<file path="config.mk">
export PLATFORM = sky130hd
export DESIGN_NAME = ucsbece154b_hazard_ctrl
export DESIGN_NICKNAME = d
export VERILOG_FILES = /design/src/rtl/ucsbece154b_pipe_pkg.sv /design/src/rtl/ucsbece154b_perf_counters.sv /design/src/rtl/ucsbece154b_hazard_ctrl.sv
export SDC_FILE = /design/constraint.sdc
export NUM_CORES = 1
export LEC_CHECK = 0
export BUFFER_PORTS_ARGS = -buffer_cell sky130_fd_sc_hd__buf_2
export CORE_AREA = 2 2 94 96
export CTS_CLUSTER_SIZE = 12
export DETAILED_ROUTE_END_ITERATION = 12
export DIE_AREA = 0 0 96 98
export GPL_ROUTABILITY_DRIVEN = 0
export GPL_TIMING_DRIVEN = 0
export PLACE_DENSITY = 0.77
export SLEW_MARGIN = 30
export SYNTH_ARGS = -nofsm -noshare
export SYNTH_HDL_FRONTEND = slang
export SYNTH_SLANG_ARGS = --single-unit
</file>
<file path="constraint.sdc">
create_clock -name clk -period 2.7 [get_ports clk]
set_input_delay 0.675 -clock clk [delete_from_list [all_inputs] [get_ports clk]]
set_output_delay 0.675 -clock clk [all_outputs]
set_load 0.005 [all_outputs]
</file>
<file path="src/rtl/ucsbece154b_pipe_pkg.sv">
// Shared types and constants for the pipeline hazard sequencer.
// Holds the sequencer state encoding, the forwarding-select codes and the forwarding-priority function.
package ucsbece154b_pipe_pkg;

   typedef enum logic [1:0] {
      RUN     = 2'd0,
      IWAIT   = 2'd1,
      RECOVER = 2'd2
   } state_t;

   localparam logic [1:0] FWD_RF  = 2'b00;
   localparam logic [1:0] FWD_WB  = 2'b01;
   localparam logic [1:0] FWD_MEM = 2'b10;

   // Memory stage holds the younger result, so it wins over writeback.
   function automatic logic [1:0] fwd_sel(
      input logic [4:0] rs,
      input logic       wr_m,
      input logic [4:0] rd_m,
      input logic       wr_w,
      input logic [4:0] rd_w
   );
      if (wr_m && (rd_m != 5'd0) && (rd_m == rs))
         return FWD_MEM;
      else if (wr_w && (rd_w != 5'd0) && (rd_w == rs))
         return FWD_WB;
      else
         return FWD_RF;
   endfunction

endpackage

</file>
<file path="src/rtl/ucsbece154b_perf_counters.sv">
// Four saturating event counters: cycles, issued instructions, branches, mispredicts.
// Built only when PERF_CNT_EN is defined.
module ucsbece154b_perf_counters
   import ucsbece154b_pipe_pkg::*;
#(
   parameter int CNT_W = 32
) (
   input  logic             clk,
   input  logic             reset,
   input  logic [3:0]       i_inc,
   output logic [CNT_W-1:0] o_cycle,
   output logic [CNT_W-1:0] o_instr,
   output logic [CNT_W-1:0] o_br,
   output logic [CNT_W-1:0] o_miss
);

   genvar gi;
   generate
      for (gi = 0; gi < 4; gi++) begin : g_cnt
         logic [CNT_W-1:0] r_cnt;
         // Hold at all-ones instead of wrapping.
         always_ff @(posedge clk) begin
            if (reset)
               r_cnt <= '0;
            else if (i_inc[gi] && (r_cnt != {CNT_W{1'b1}}))
               r_cnt <= r_cnt + 1'b1;
         end
      end
   endgenerate

   assign o_cycle = g_cnt[0].r_cnt;
   assign o_instr = g_cnt[1].r_cnt;
   assign o_br    = g_cnt[2].r_cnt;
   assign o_miss  = g_cnt[3].r_cnt;

endmodule

</file>
<file path="src/rtl/ucsbece154b_hazard_ctrl.sv">
// Pipeline sequencer: stall/flush/forward control, misprediction redirect, imem-wait stalls.
// Optional performance counters are enabled by defining PERF_CNT_EN.
module ucsbece154b_hazard_ctrl
   import ucsbece154b_pipe_pkg::*;
#(
   parameter int XLEN  = 32,
   parameter int CNT_W = 32
) (
   input  logic             clk,
   input  logic             reset,
   input  logic [4:0]       Rs1D,
   input  logic [4:0]       Rs2D,
   input  logic [4:0]       Rs1E,
   input  logic [4:0]       Rs2E,
   input  logic [4:0]       RdE,
   input  logic             LoadE,
   input  logic             RegWriteM,
   input  logic             RegWriteW,
   input  logic [4:0]       RdM,
   input  logic [4:0]       RdW,
   input  logic             BranchE,
   input  logic             JumpE,
   input  logic             MispredictE,
   input  logic [XLEN-1:0]  PCTargetE,
   input  logic             ImemReady,
   output logic             StallF,
   output logic             StallD,
   output logic             FlushD,
   output logic             FlushE,
   output logic [1:0]       ForwardAE,
   output logic [1:0]       ForwardBE,
   output logic             RedirectF,
   output logic [XLEN-1:0]  RedirectPC,
   output logic [CNT_W-1:0] CycleCnt,
   output logic [CNT_W-1:0] InstrCnt,
   output logic [CNT_W-1:0] BrCnt,
   output logic [CNT_W-1:0] BrMissCnt
);

   state_t          r_state;
   state_t          w_state_next;
   logic [XLEN-1:0] r_pc;
   logic [XLEN-1:0] w_pc_next;
   logic            w_lw_stall;

   assign w_lw_stall = LoadE && (RdE != 5'd0) && ((RdE == Rs1D) || (RdE == Rs2D));

   always_ff @(posedge clk) begin
      if (reset) begin
         r_state <= RUN;
         r_pc    <= '0;
      end else begin
         r_state <= w_state_next;
         r_pc    <= w_pc_next;
      end
   end

   always_comb begin
      StallF       = 1'b0;
      StallD       = 1'b0;
      FlushD       = 1'b0;
      FlushE       = 1'b0;
      ForwardAE    = FWD_RF;
      ForwardBE    = FWD_RF;
      RedirectF    = 1'b0;
      RedirectPC   = '0;
      w_state_next = r_state;
      w_pc_next    = r_pc;
      if (!reset) begin
         ForwardAE = fwd_sel(Rs1E, RegWriteM, RdM, RegWriteW, RdW);
         ForwardBE = fwd_sel(Rs2E, RegWriteM, RdM, RegWriteW, RdW);
         unique case (r_state)
            RUN: begin
               // Mispredict overrides both imem wait and load-use: F must not hold.
               if (MispredictE) begin
                  FlushD = 1'b1;
                  FlushE = 1'b1;
                  if (ImemReady) begin
                     RedirectF  = 1'b1;
                     RedirectPC = PCTargetE;
                  end else begin
                     w_pc_next    = PCTargetE;
                     w_state_next = RECOVER;
                  end
               end else if (!ImemReady) begin
                  StallF       = 1'b1;
                  StallD       = 1'b1;
                  FlushE       = 1'b1;
                  w_state_next = IWAIT;
               end else if (w_lw_stall) begin
                  StallF = 1'b1;
                  StallD = 1'b1;
                  FlushE = 1'b1;
               end
            end
            IWAIT: begin
               if (!ImemReady) begin
                  StallF = 1'b1;
                  StallD = 1'b1;
                  FlushE = 1'b1;
               end else begin
                  w_state_next = RUN;
               end
            end
            RECOVER: begin
               // The fetch in flight is on the wrong path; release F only to take the redirect.
               FlushD = 1'b1;
               if (ImemReady) begin
                  RedirectF    = 1'b1;
                  RedirectPC   = r_pc;
                  w_state_next = RUN;
               end else begin
                  StallF = 1'b1;
               end
            end
            default: w_state_next = RUN;
         endcase
      end
   end

`ifdef PERF_CNT_EN
   ucsbece154b_perf_counters #(
      .CNT_W (CNT_W)
   ) u_perf (
      .clk     (clk),
      .reset   (reset),
      .i_inc   ({MispredictE, BranchE | JumpE, ~FlushE, 1'b1}),
      .o_cycle (CycleCnt),
      .o_instr (InstrCnt),
      .o_br    (BrCnt),
      .o_miss  (BrMissCnt)
   );
`else
   logic w_unused_perf;
   assign w_unused_perf = BranchE ^ JumpE;
   assign CycleCnt  = '0;
   assign InstrCnt  = '0;
   assign BrCnt     = '0;
   assign BrMissCnt = '0;
`endif

endmodule

</file>
# Word level (Yosys, flattened, before mapping)
# Index checks and enable logic that the tools add are counted.
# totals
in_bits	76
output_inout_bits	169
register_bits	34
elab_cells	63
# op_classes
eq_ne	10
n_bitwise	1
n_mux	34
n_reduce_logical	16
# ops
op	n
two-way mux 32 bit	4
case mux 32 bit (2 select lines)	1
== test 5 bit	6
two-way mux 2 bit	8
two-way mux 1 bit	15
nonzero test 5 bit	3
case mux 1 bit (2 select lines)	5
logical AND 1 bit	8
case mux 2 bit (2 select lines)	1
AND reduction 3 bit	1
== test 2 x 1 -> 1 bit (second input constant)	1
== test 2 bit (second input constant)	1
zero test 2 bit	1
inequality test 2 x 1 -> 1 bit (second input constant)	1
inequality test 2 bit (second input constant)	1
AND reduction 2 bit	1
OR reduction 2 bit	1
logical OR 1 bit	1
inverter 1 bit	1

# Longest topological paths before layout
# Gate-level depths: netlist (run 1).
# logic_depth
depth_word	8
ltp_mapped	8
mapped_depth_nobuf	6

# Worst setup path after synthesis (run 1)
# OpenSTA, ideal clock, no wires.
# synth_timing
kind	input to output
start	input RdM[1]
end	output ForwardAE[0]
n_path_buf	0
cell_stages	4
arrival_ns	1.744
setup_slack_ns	0.281
path_cell_list	or4_1 o21ai_2 nor3_1 nor4_2
# synth_via
elab_chain_len	5
# synth_lines
element	line_no	source
start, declared	ucsbece154b_hazard_ctrl.sv:19	input logic [4:0] RdM,
nonzero test 5 bit	ucsbece154b_pipe_pkg.sv:23	if (wr_m && (rd_m != 5'd0) && (rd_m == rs))
logical AND 1 bit	ucsbece154b_pipe_pkg.sv:23	
logical AND 1 bit *	ucsbece154b_pipe_pkg.sv:23	
two-way mux 2 bit *	ucsbece154b_pipe_pkg.sv:23	
two-way mux 2 bit *	ucsbece154b_hazard_ctrl.sv:69	if (!reset) begin
end, declared	ucsbece154b_hazard_ctrl.sv:30	output logic [1:0] ForwardAE,
# Every way passes the cells marked *; elsewhere a longest branch is shown, timed or not.

# Worst setup path in the final report (run 1)
# layout_timing
start	input RdM[1]
end	output ForwardBE[0]
# layout_via
elab_chain_len	5
# layout_lines
element	line_no	source
nonzero test 5 bit	ucsbece154b_pipe_pkg.sv:23	
logical AND 1 bit	ucsbece154b_pipe_pkg.sv:23	
logical AND 1 bit *	ucsbece154b_pipe_pkg.sv:23	
two-way mux 2 bit *	ucsbece154b_pipe_pkg.sv:23	
two-way mux 2 bit *	ucsbece154b_hazard_ctrl.sv:69	
end, declared	ucsbece154b_hazard_ctrl.sv:31	output logic [1:0] ForwardBE,
# Marks and branches as above.

==> flow_summary_export.csv, run 1 <==
group,metric,value,unit
timing,worst_pin_slew,570,ps
yosys,synth_cells,437,
floorplan,placementRows,34,
worst_setup_path,cp_max_fo,3,
placed_design,dp_hpwl,6.86,mm
worst_hold_path,hp-class,"register to register",
run_status,status,"complete, no violations",
worst_setup_path,cp-end-kind,"output pin",
power,p_int,1.08,mW
worst_setup_path,arrival,1970,ps
timing,relSlewSlack,62.0,%
timing,setup_viol,0,
yosys,seq_area_frac_synth,21.7,%
cells_and_area,diodes,0,
route,ant_nets,0,
yosys,syn_avg_cell_area,7.19,µm²
yosys,synth_area,3140,µm²
power,switchingPower,471,µW
route,drt-wirelength-per-cell,10.5,µm
yosys,async_flop_share,0,%
cells_and_area,post-route-util,53.8,%
route,first_iter_violations,97,
worst_setup_path,cp.required,2030,ps
route,drc_errors,0,
cells_and_area,area_growth,45.0,%
floorplan,die_h,98,µm
clocking,numClockSinks,34,
clocking,ctsHoldBuffers,0,
timing,rsz0062_at_grt,"yes",
power,power,1.55,mW
timing,tns,0,ps
route,vias_per_cell,4.17,
cells_and_area,fin_nets,765,
power,sequentialPowerShare,35.2,%
worst_setup_path,crit_type,"input port to output pin",
power,power_density,341,nW/µm²
clocking,clockRootBuffer,"clkbuf_8",
global_routing,grt_pass1_vias,2896,
clocking,worstSkewPairLatency,280,ps
yosys,netlist.area_leader.share,30.6,%
timing,fin_worst_skew,3.28,ps
global_routing,grt.total_usage,16.9,%
clocking,h-tree-depth,2,
cells_and_area,register_area,683,µm²
cells_and_area,fin_area,4560,µm²
global_routing,gr-total-overflow,0,
floorplan,core,8470,µm²
power,irDropWorstVdd,0.194,mV
yosys,synth_area_leader_cell,"buf_4",
route,drt-total-wl,8.36,mm
cells_and_area,multiInputGateArea,1920,µm²
power,clkPwrFrac,29.4,%
clocking,cts_tree,"done",
floorplan,initial_core_util,37.1,%
floorplan,die_area,9410,µm²
global_routing,grt_pass1_wl,12.9,mm
yosys,synth_warnings,0,
yosys,synth-seq-cells,34,
yosys,synth.distinct_cells,32,
timing,timing.fmax,378,MHz
clocking,cts_buffers,5,
route,firstDrtPassIters,4,
power,combPwrFrac,35.4,%
cells_and_area,fillers,806,
timing,min_period,2650,ps
flow_run,cap_viol_max_count,0,
floorplan,num_io_pins,245,
cells_and_area,drive_gt1_share,40.5,%
yosys,synth_edf_count,0,
timing,finalHoldViolations,0,
placed_design,placed_area,4310,µm²
power,switching_share,30.3,%
cells_and_area,final_cell_mix,"132 x buf_4, 128 x conb_1, 112 x buf_2",
timing,maxSlewViolCount,0,
power,p_leak,2.49,nW
placed_design,port_buffers,112,
cells_and_area,final_common_cell,"buf_4",
clocking,cts.path.max_buffers,2,
timing,fin_crit_sh,98.1,%
clocking,clkTransAtPathRegs,70,ps
floorplan,chipWidth,96,µm
global_routing,grt_max_degree,11,
yosys,synth_area_leaders,"buf_4 31%, dfxtp_1 22%, a22oi_1 8.1%",
yosys,synth_ff_type,"dfxtp_1",
worst_setup_path,critPathLaunchType,"input port",
route,vias,3313,
global_routing,antenna_found_initial,0,
synthesized netlist by cell type, drive strengths merged (4+ instances only):
| library cell | instances |
|---|---|
| ha | 4 |
| o21ai | 5 |
| nor3 | 5 |
| a22oi | 34 |
| or4 | 7 |
| clkbuf | 22 |
| xor2 | 20 |
| buf | 131 |
| a21oi | 33 |
| dfxtp | 34 |
| xnor2 | 10 |
| nor2 | 42 |
| nand2 | 67 |
| nor4 | 4 |
| inv | 4 |
what timing repair did:
action | CTS | global route
setup endpoints to repair | 32 | 33
hold endpoints to repair | 0 | 0
gates resized for setup | 18 | 30
setup buffers | 3 | 0
pin swaps | 2 | 1
stage by stage:
| stage | hold WS [ps] | worst slack (ps) | cells |
|---|---|---|---|
| detailed placement | 447 | -123 | 784 |
| finish | 458 | 51.1 | 794 |
| floorplan | 437 | 281 | 564 |
| CTS | 457 | 17.1 | 794 |
| global placement | 442 | -99.5 | 784 |
| global route | 472 | -24.6 | 794 |
worst max-delay path, stage by stage:
cell and delay [ps]:
buf_8 100, or4_4 540, o21ai_4 190, buf_6 130, nor3_4 30, nor4_2 150
buf_2 160
cell type report:
cell class | count | area share (%)
plain buffers | 152 | 24.0
clock buffers | 7 | 1.68
clock inverters | 1 | 0.659
inverters | 4 | 0.330
multi-input cells | 373 | 42.2
flip-flops and latches | 34 | 15.0
well taps | 108 | 2.97
repair buffers | 115 | 13.2
flip-flops by register name, summed over array words and instances (netlist names):
| name | cells |
|---|---|
| r_pc | 32 |
| r_state | 2 |
logic make-up after synthesis:
| group | share of synthesized area (%) |
|---|---|
| compound gates | 15.6 |
| buf+inv | 34.1 |
| simple gates | 18.2 |
| xor+xnor | 8.36 |
| fa+ha+maj | 1.59 |
| flops | 21.7 |
| other cells | 0.119 |
| mux | 0.358 |
path summary, 6_finish.rpt:
check	from	to	slack (ps)	depth (start not counted)
setup / recovery	RdM[1]	ForwardBE[0]	50	7
hold / removal	r_pc[9]$_SDFFE_PP0P_	r_pc[9]$_SDFFE_PP0P_	460	2
setup reg to reg	r_state[0]$_SDFFE_PP0P_	r_pc[7]$_SDFFE_PP0P_	940	8
hold reg to reg	r_pc[9]$_SDFFE_PP0P_	r_pc[9]$_SDFFE_PP0P_	460	2
power by group through the flow:
stage          Sequential, mW  Combinational, mW  Clock, mW
2_1_floorplan           0.552              0.366          0
3_3_place_gp            0.554              0.502          0
3_5_place_dp            0.556              0.514          0
4_1_cts                 0.545              0.527      0.475
5_1_grt                 0.549              0.616      0.501
6_report                0.546              0.550      0.456
per-layer routing:
metal / global-route usage (%) / share of wire [%] / vias up
met3: 3.40 / 8.2 / 14
met2: 32.4 / 54 / 152
li1: - / - / 1678
met1: 18.5 / 36 / 1469
met4: 3.63 / 1.1 / 0
met5: 0 / 0 / -
No activity file was read; power rests on OpenSTA's default activity.
==> run 2, diff against run 1 <==
ABC_AREA = 1   (was default)
CORE_AREA = 2 2 95 97   (was 2 2 94 96)
DIE_AREA = 0 0 97 99   (was 0 0 96 98)
PLACE_DENSITY = 0.81   (was 0.77)
RECOVER_POWER = 50   (was default)
==> run 2 against run 1 <==
Compared with the run above: non-clock buffer count down 6; die area up 2.1%; clock skew up 0.72 ps; area after synthesis up 15%; setup slack better by 180 ps; first-iteration DRC count down 9.3%; synthesized cell count up 9.8%; combinational power up 19%; register-to-register slack worse by 620 ps; largest cell class unchanged; clock power down 15%; critical path depth down 3; maximum frequency up 7.4%.
==> flow_summary_export.csv, run 2 <==
group,metric,value,unit
cells_and_area,top_register,"r_pc",
worst_setup_path,worstSetupStartpoint,"reset",
worst_setup_path,path_cells,"clkbuf_1, clkbuf_1, nor2_1, buf_2",
route,first_iter_violations,88,
global_routing,antenna_found_initial,0,
worst_setup_path,crit_end,"ForwardAE[1]",
clocking,clkTransAtPathRegs,70,ps
timing,relSlewSlack,57.9,%
worst_setup_path,cp.required,2030,ps
power,irDropWorstVdd,0.175,mV
yosys,synthTopCellsByCount,"128 x buf_4, 83 x nor2_1, 34 x dfxtp_1",
run_status,status,"complete, no violations",
timing,fin_crit_sh,91.4,%
cells_and_area,fin_nets,807,
global_routing,grt_max_degree,11,
yosys,seq_area_frac_synth,18.9,%
route,drt-wirelength-per-cell,10.7,µm
timing,maxSlewViolCount,0,
yosys,synth_ff_type,"dfxtp_1",
yosys,synth_area_leaders,"buf_4 27%, dfxtp_1 19%, a22oi_2 10%",
floorplan,core,8550,µm²
worst_setup_path,slowest_delay,530,ps
clocking,cts.path.max_buffers,2,
worst_setup_path,arrival,1790,ps
global_routing,gr-total-overflow,0,
yosys,synth.most_common_cell,"buf_4",
clocking,numClockSinks,34,
clocking,clockRootBuffer,"clkbuf_8",
placed_design,dp_hpwl,7.54,mm
power,power_density,337,nW/µm²
cells_and_area,fin_area,4840,µm²
clocking,worstSkewPairLatency,290,ps
route,firstDrtPassIters,4,
clocking,cts_tree,"done",
route,vias,3451,
worst_setup_path,critical_path.reg2reg.startpoint,"r_state[0]$_SDFFE_PP0P_",
worst_setup_path,r2r_slack,320,ps
timing,worst_pin_slew,629,ps
timing,timing.fmax,405,MHz
clocking,ctsResizeCount,0,
flow_run,cap_viol_max_count,0,
route,drt-total-wl,8.98,mm
route,ant_nets,0,
timing,min_period,2470,ps
worst_setup_path,cp-end-kind,"output pin",
timing,setup_viol,0,
placed_design,dp_slack,259,ps
power,p_leak,2.74,nW
floorplan,die_h,99,µm
placed_design,placed_area,4790,µm²
worst_setup_path,crit_buf_inv,3,
cells_and_area,reg_top3,"r_pc (32), r_state (2)",
timing,tns,0,ps
yosys,synth-seq-cells,34,
route,vias_per_cell,4.13,
floorplan,initial_core_util,42.2,%
clocking,cts_buffers,5,
worst_setup_path,cp_num_cells,4,
yosys,synth_warnings,0,
worst_setup_path,path_common_cell,"clkbuf_1",
worst_setup_path,crit_type,"input port to output pin",
cells_and_area,largest_reg_flops,32,
clocking,ctsHoldBuffers,0,
timing,fin_worst_skew,4.00,ps
yosys,synth_area,3610,µm²
global_routing,grt.total_usage,17.9,%
cells_and_area,diodes,0,
yosys,async_flop_share,0,%
floorplan,placementRows,34,
floorplan,num_io_pins,245,
timing,rsz0062_at_grt,"no",
yosys,synth_cells,480,
placed_design,port_buffers,113,
power,power,1.63,mW
worst_setup_path,reg2reg_depth,8,
worst_setup_path,cp_top_family,"buffers and inverters",
worst_setup_path,r2r_end,"r_pc[11]$_SDFFE_PP0P_",
timing,finalHoldViolations,0,
cells_and_area,area_growth,34.1,%
yosys,synth.distinct_cells,36,
floorplan,chipWidth,97,µm
worst_setup_path,cp_max_fo,10,
worst_setup_path,worst_path_max_delay_cell,"clkbuf_1",
cells_and_area,drive_gt1_share,47.1,%
yosys,netlist.area_leader.share,26.6,%
yosys,synth_area_leader_cell,"buf_4",
route,drc_errors,0,
cells_and_area,final_cell_mix,"128 x buf_4, 128 x conb_1, 117 x buf_2",
worst_hold_path,hp-class,"register to register",
global_routing,grt_pass1_wl,14.4,mm
clocking,post_cts_buffers,0,
global_routing,grt_pass1_vias,3251,
worst_setup_path,critPathLaunchType,"input port",
floorplan,die_area,9600,µm²
yosys,synth_edf_count,0,
yosys,syn_avg_cell_area,7.52,µm²
timing,fin_ws,233,ps
clocking,h-tree-depth,2,
## run 2: cell types whose count changed after synthesis, moves of 6 or more
cell and change:
a21oi_1 -26, a22oi_1 -32, a22oi_2 +30, buf_12 +6, buf_6 +6, clkbuf_1 -21, inv_1 +17, nand2_1 -34
nor2_1 +41, nor2_2 +30, o21ai_1 +28, or4_1 -7, xor2_1 -15
## run 2: power by group
| part | switching, mW | internal [mW] |
|---|---|---|
| Clock | 0.180 | 0.206 |
| Combinational | 0.339 | 0.316 |
| Sequential | 0.0360 | 0.554 |
## run 2: tightest hold or removal path: stages (launching register included)
cell and delay (ps):
dfxtp_1 340, o21ai_1 70, nor2_1 70
## run 2: worst min path at each step
stage / endpoint / cells past startpoint / startpoint / slack (ps)
final: r_pc[0]$_SDFFE_PP0P_ / 2 / r_pc[0]$_SDFFE_PP0P_ / 510
after global routing: r_pc[31]$_SDFFE_PP0P_ / 2 / r_pc[31]$_SDFFE_PP0P_ / 530
after CTS: r_pc[0]$_SDFFE_PP0P_ / 2 / r_pc[0]$_SDFFE_PP0P_ / 510
after detailed placement: r_pc[0]$_SDFFE_PP0P_ / 2 / r_pc[0]$_SDFFE_PP0P_ / 490
after global placement: r_pc[0]$_SDFFE_PP0P_ / 2 / r_pc[0]$_SDFFE_PP0P_ / 480
after floorplan: r_pc[0]$_SDFFE_PP0P_ / 2 / r_pc[0]$_SDFFE_PP0P_ / 460
## run 2: metal layers
metal | up-vias | GRT usage, % | share of wire [%] | routed length, µm
li1 | 1786 | - | - | -
met1 | 1505 | 19.1 | 37 | 3360
met2 | 146 | 34.5 | 53 | 4780
met4 | 0 | 6.18 | 1.7 | 155
met5 | - | 0 | 0 | 0
met3 | 14 | 3.90 | 7.6 | 682
## run 2: logic make-up (layout without fill, tap and decap cells)
family          after synthesis  count (layout)  share of synthesized area (%)
flops                        34              34                           18.9
fa+ha+maj                     4               4                           1.39
other cells                   1             128                          0.104
compound gates               84              84                           19.0
xor+xnor                     16              16                           3.88
simple gates                163             163                           20.5
buf+inv                     178             299                           36.3
## run 2: metrics by stage
stage / std cells / util (%) / hold slack (ps)
after global placement: 828 / 56.0 / 477
final: 836 / 56.6 / 507
after global routing: 836 / 56.6 / 531
after CTS: 836 / 57.1 / 505
after detailed placement: 828 / 56.0 / 486
after floorplan: 607 / - / 463
## run 2: final cells by class
type	instances	area, µm²
plain buffers	148	1160
clock buffers	7	86.3
clock inverters	1	5.00
fillers	789	3710
inverters	30	121
multi-input cells	395	2090
flip-flops and latches	34	681
well taps	108	135
repair buffers	113	564
